<file path="config.mk">
export PLATFORM = sky130hd
export DESIGN_NAME = pixel_row_loader
export DESIGN_NICKNAME = d
export VERILOG_FILES = /design/src/rtl/pixel_row_loader.sv
export SDC_FILE = /design/constraint.sdc
export NUM_CORES = 1
export LEC_CHECK = 0
export ABC_AREA = 1
export CAP_MARGIN = 25
export CORE_MARGIN = 2
export CORE_UTILIZATION = 46
export DETAILED_ROUTE_END_ITERATION = 6
export PLACE_DENSITY_LB_ADDON = 0.05
export SLEW_MARGIN = 30
export SYNTH_ARGS = -nofsm -noshare
export SYNTH_HDL_FRONTEND = slang
export SYNTH_SLANG_ARGS = --single-unit
</file>
<file path="constraint.sdc">
create_clock -name Clock -period 1.91 [get_ports Clock]
set_clock_uncertainty 0.15 [all_clocks]
set_input_delay 0.191 -clock Clock [delete_from_list [all_inputs] [get_ports Clock]]
set_output_delay 0.191 -clock Clock [all_outputs]
set_load 0.05 [all_outputs]
</file>
<file path="src/rtl/pixel_row_loader.sv">
// pixel_row_loader: packs a serial 1-bit pixel stream into NrOfBits-wide
// row words, MSB first. Each word is committed into a bank of clock-enabled
// row registers through a one-hot row write enable that is qualified by the
// shared Tick. The bank is cleared before each frame, and a pulse marks the
// commit of the last row.
module pixel_row_loader #(
  parameter int NrOfBits = 28,
  parameter int NrOfRows = 28
) (
  input  logic                Clock,
  input  logic                Reset,
  input  logic                Tick,
  input  logic                start,
  input  logic                pix_in,
  input  logic                pix_valid,
  output logic                pix_ready,
  output logic [NrOfBits-1:0] D_out,
  output logic [NrOfRows-1:0] row_we,
  output logic                clr_out,
  output logic                busy,
  output logic                frame_done
);

  localparam int CW = (NrOfBits > 1) ? $clog2(NrOfBits) : 1;
  localparam int RW = (NrOfRows > 1) ? $clog2(NrOfRows) : 1;
  localparam logic [CW-1:0] COL_LAST = CW'(NrOfBits - 1);
  localparam logic [RW-1:0] ROW_LAST = RW'(NrOfRows - 1);

  typedef enum logic [2:0] {IDLE, CLEAR, LOAD, COMMIT, DONE} state_t;

  state_t              state;
  logic [CW-1:0]       col;
  logic [RW-1:0]       row;
  logic [NrOfBits-1:0] shift;
  logic                accept;
  logic [CW-1:0]       bit_idx;

  // A pixel moves only when the source offers it on an enabled LOAD cycle.
  assign accept  = (state == LOAD) && pix_valid && Tick;
  // The first pixel of a row lands in the MSB.
  assign bit_idx = COL_LAST - col;

  // Frame sequencing, column/row counting and row packing.
  always_ff @(posedge Clock) begin
    if (Reset) begin
      state <= IDLE;
      col   <= '0;
      row   <= '0;
      shift <= '0;
    end else begin
      case (state)
        IDLE: begin
          if (start) state <= CLEAR;
        end
        CLEAR: begin
          row   <= '0;
          col   <= '0;
          shift <= '0;
          state <= LOAD;
        end
        LOAD: begin
          if (accept) begin
            shift[bit_idx] <= pix_in;
            if (col == COL_LAST) begin
              col   <= '0;
              state <= COMMIT;
            end else begin
              col <= col + 1'b1;
            end
          end
        end
        COMMIT: begin
          // The word is held until the row registers are enabled.
          if (Tick) begin
            shift <= '0;
            if (row == ROW_LAST) begin
              state <= DONE;
            end else begin
              row   <= row + 1'b1;
              state <= LOAD;
            end
          end
        end
        DONE: begin
          row   <= '0;
          col   <= '0;
          state <= IDLE;
        end
        default: state <= IDLE;
      endcase
    end
  end

  // Status and handshake outputs decoded from the registered state.
  always_comb begin
    pix_ready  = (state == LOAD) && Tick;
    D_out      = (state == COMMIT) ? shift : '0;
    clr_out    = (state == CLEAR);
    busy       = (state != IDLE);
    frame_done = (state == DONE);
  end

  // One-hot row enable, fired only on the Tick cycle of COMMIT.
  always_comb begin
    row_we = '0;
    for (int i = 0; i < NrOfRows; i++)
      row_we[i] = (state == COMMIT) && Tick && (row == RW'(i));
  end

endmodule

</file>
==> run metrics, run 1 <==
CP top delay family=simple AND/OR/NAND/NOR gates; hold_buf cts=0; slowest cell delay on critical path=about 0.38 ns; commonest non-fill, non-tap cell in the layout=nand2_1; wire per inst=12.9 um; die area=approximately 6800 um^2; Cell variety after synth=26; GRT overflow=0; Clock Tree Root=clkbuf_8; Worst Tran Pin Value=0.350 ns; Synthesis Warnings=0; Hold Path Class=reg2reg; Post-Route WL=7900 um; die height=82.2 um; total global-route track usage=24.1%; CTS clk-pin slew, worst paths=around 0.08 ns; critical path's slowest cell=dfxtp_4; CTS sink cnt=approximately 40; initial core utilization=47.5%; Chip Width=82.2 um; Post-Place Setup Slack=-0.0131 ns; first-pass GRT wire length=12900 um; worst path bufs/invs=3; Critical Path AT=1.62 ns; H-tree depth=2; crit start category=flop; R2R Setup Slk=around 0.14 ns; Non-Filler Instances=613; n_diodes=0; initial antenna violation count=0; Vias/cell=5.13; status=finished, violations left; Final Hold Fails=0; achievable frequency=0.511 GHz; Pins Over Slew Limit=0; dpl hpwl=5730 um; area growth from synthesis to layout=64.7%; drt initial violations=220; clock buffer depth=2; period utilization=103%; proportion of synthesized chip area in sequential cells=29.2%; Clock Latency Late Sink=approximately 0.30 ns; Syn Area/Cell=6.08 um^2; Final Power=2990 uW; Detailed Routing Iterations Pass 1=4; CP Max Fanout=10; CP Capture Type=primary output; final worst slack=-0.0484 ns; min Tclk post-route=roughly 2.0 ns; most frequent cells in the layout=nand2_1 (126), buf_12 (64), inv_1 (56), a21oi_1 (39), dfxtp_1 (34); Rows=28; Residual DRC=0; VDD IR-drop max=approximately 0.9 mV; total number of vias=3145; largest net degree at the start of global routing=30; final net count=roughly 560; share of layout cells above drive strength 1=29.2%; Cell Pwr Density=646 nW/um^2; CP required=1.57 ns; Leakage=0.00167 uW; syn nets=about 480; CTS tree=built; Post-Syn Area=2810 um^2; IO buf count=65; Cells after Synth=463; placer congestion estimate=about 0.8; Antenna Nets Post-Route=0; Maximum Capacitance Violations=0; violated checks=negative setup slack; core area=5920 um^2; vias in the first global route=2911; CTS Buf Count=5; Max transition margin=76.6%; crit-path cells=inv_1 > nand3_1 > nor2_2 > nand2_2 > buf_12 > nor2_2 > buf_12; I/O pin cnt=66; RSZ-0062 raised after global routing=yes; dpl cells=603; Synth Register Bits=41; Setup CP Type=reg2out; final setup vio count=7
==> logic make-up after synthesis <==
kind of cell | count (synthesis) | share of synthesized area, %
buf+inv | 84 | 12.5
simple gates | 281 | 44.6
xor+xnor | 2 | 0.623
fa+ha+maj | 12 | 5.34
flops | 41 | 29.2
compound gates | 43 | 7.78
==> sequential cells by signal (all words and copies together), names as in the netlist <==
signal	cells
shift	28
row	5
state	3
col	5
==> layer usage <==
layer	global-route usage, %	vias to the layer above	share of wire [%]
li1	-	1608	-
met1	29.8	1394	41
met2	41.9	126	51
met3	4.78	17	6.7
met4	7.50	0	1.8
met5	0	-	0
==> final timing paths <==
kind	start	endpoint	cells after the start
worst min register to register	shift[1]	shift[1]	2
worst max-delay path	state[2]	row_we[16]	7
worst max register to register	col[2]	shift[25]	7
worst min-delay path	shift[1]	shift[1]	2
==> cell usage after synthesis <==
| library cell | instances | area (um^2) |
|---|---|---|
| a211oi_1 | 1 | 7.51 |
| a21oi_1 | 39 | 195 |
| and3_1 | 1 | 6.26 |
| buf_1 | 3 | 11.3 |
| buf_2 | 5 | 25.0 |
| buf_4 | 2 | 15.0 |
| buf_6 | 3 | 33.8 |
| clkbuf_1 | 10 | 37.5 |
| clkinv_1 | 1 | 3.75 |
| dfxtp_1 | 41 | 821 |
| ha_1 | 12 | 150 |
| inv_1 | 57 | 214 |
| inv_2 | 3 | 11.3 |
| nand2_1 | 134 | 503 |
| nand3_1 | 19 | 95.1 |
| nand3b_1 | 28 | 210 |
| nand4_1 | 19 | 119 |
| nor2_1 | 68 | 255 |
| nor2_2 | 4 | 25.0 |
| nor3_1 | 7 | 35.0 |
| o21ai_0 | 1 | 5.00 |
| o21ai_1 | 1 | 5.00 |
| o22ai_1 | 1 | 6.26 |
| or2_2 | 1 | 6.26 |
| xnor2_1 | 1 | 8.76 |
| xor2_1 | 1 | 8.76 |
==> worst reg2reg max path: cells and delay by family, from the launching register on <==
kind            cells  cell delay [ns]
compound gates      1             0.14
buf+inv             2             0.11
simple gates        3             0.62
flops               1             0.38
fa+ha+maj           1             0.30
==> where the power goes <==
group | total [uW] | switching, uW | internal [uW]
sequential | 923 | 35.7 | 887
combinational | 1420 | 897 | 521
clock | 650 | 316 | 334
total | 2990 | 1250 | 1740
==> metrics by stage <==
step	util, %	hold WS [ns]	instance area (um^2)	TNS (ns)
5_1_grt	78.3	0.328	4630	-1.06
6_report	78.3	0.311	4630	-0.162
3_3_place_gp	72.8	0.295	4310	0
2_1_floorplan	-	0.269	2870	-1.85
4_1_cts	75.9	0.316	4490	-0.00691
3_5_place_dp	72.8	0.303	4310	-0.0284
==> what timing repair did <==
item | 4_1_cts | 5_1_grt
resized for setup | 27 | 35
pin swaps | 0 | 2
setup endpoints to repair | 42 | 37
buffers inserted | 0 | 2
==> final cells by class <==
type | count | area (um^2)
well taps | 75 | 93.8
flip-flops and latches | 41 | 840
multi-input cells | 338 | 1870
repair buffers | 90 | 1490
inverters | 61 | 233
fillers | 397 | 1290
clock buffers | 7 | 96.3
clock inverters | 1 | 8.76
No activity file was read; power rests on OpenSTA's default activity.
==> run 2, diff against run 1 <==
- GPL_ROUTABILITY_DRIVEN: not set -> 1
==> results of run 2 <==
Final layout, timing and power as in run 1 (identical DEF).
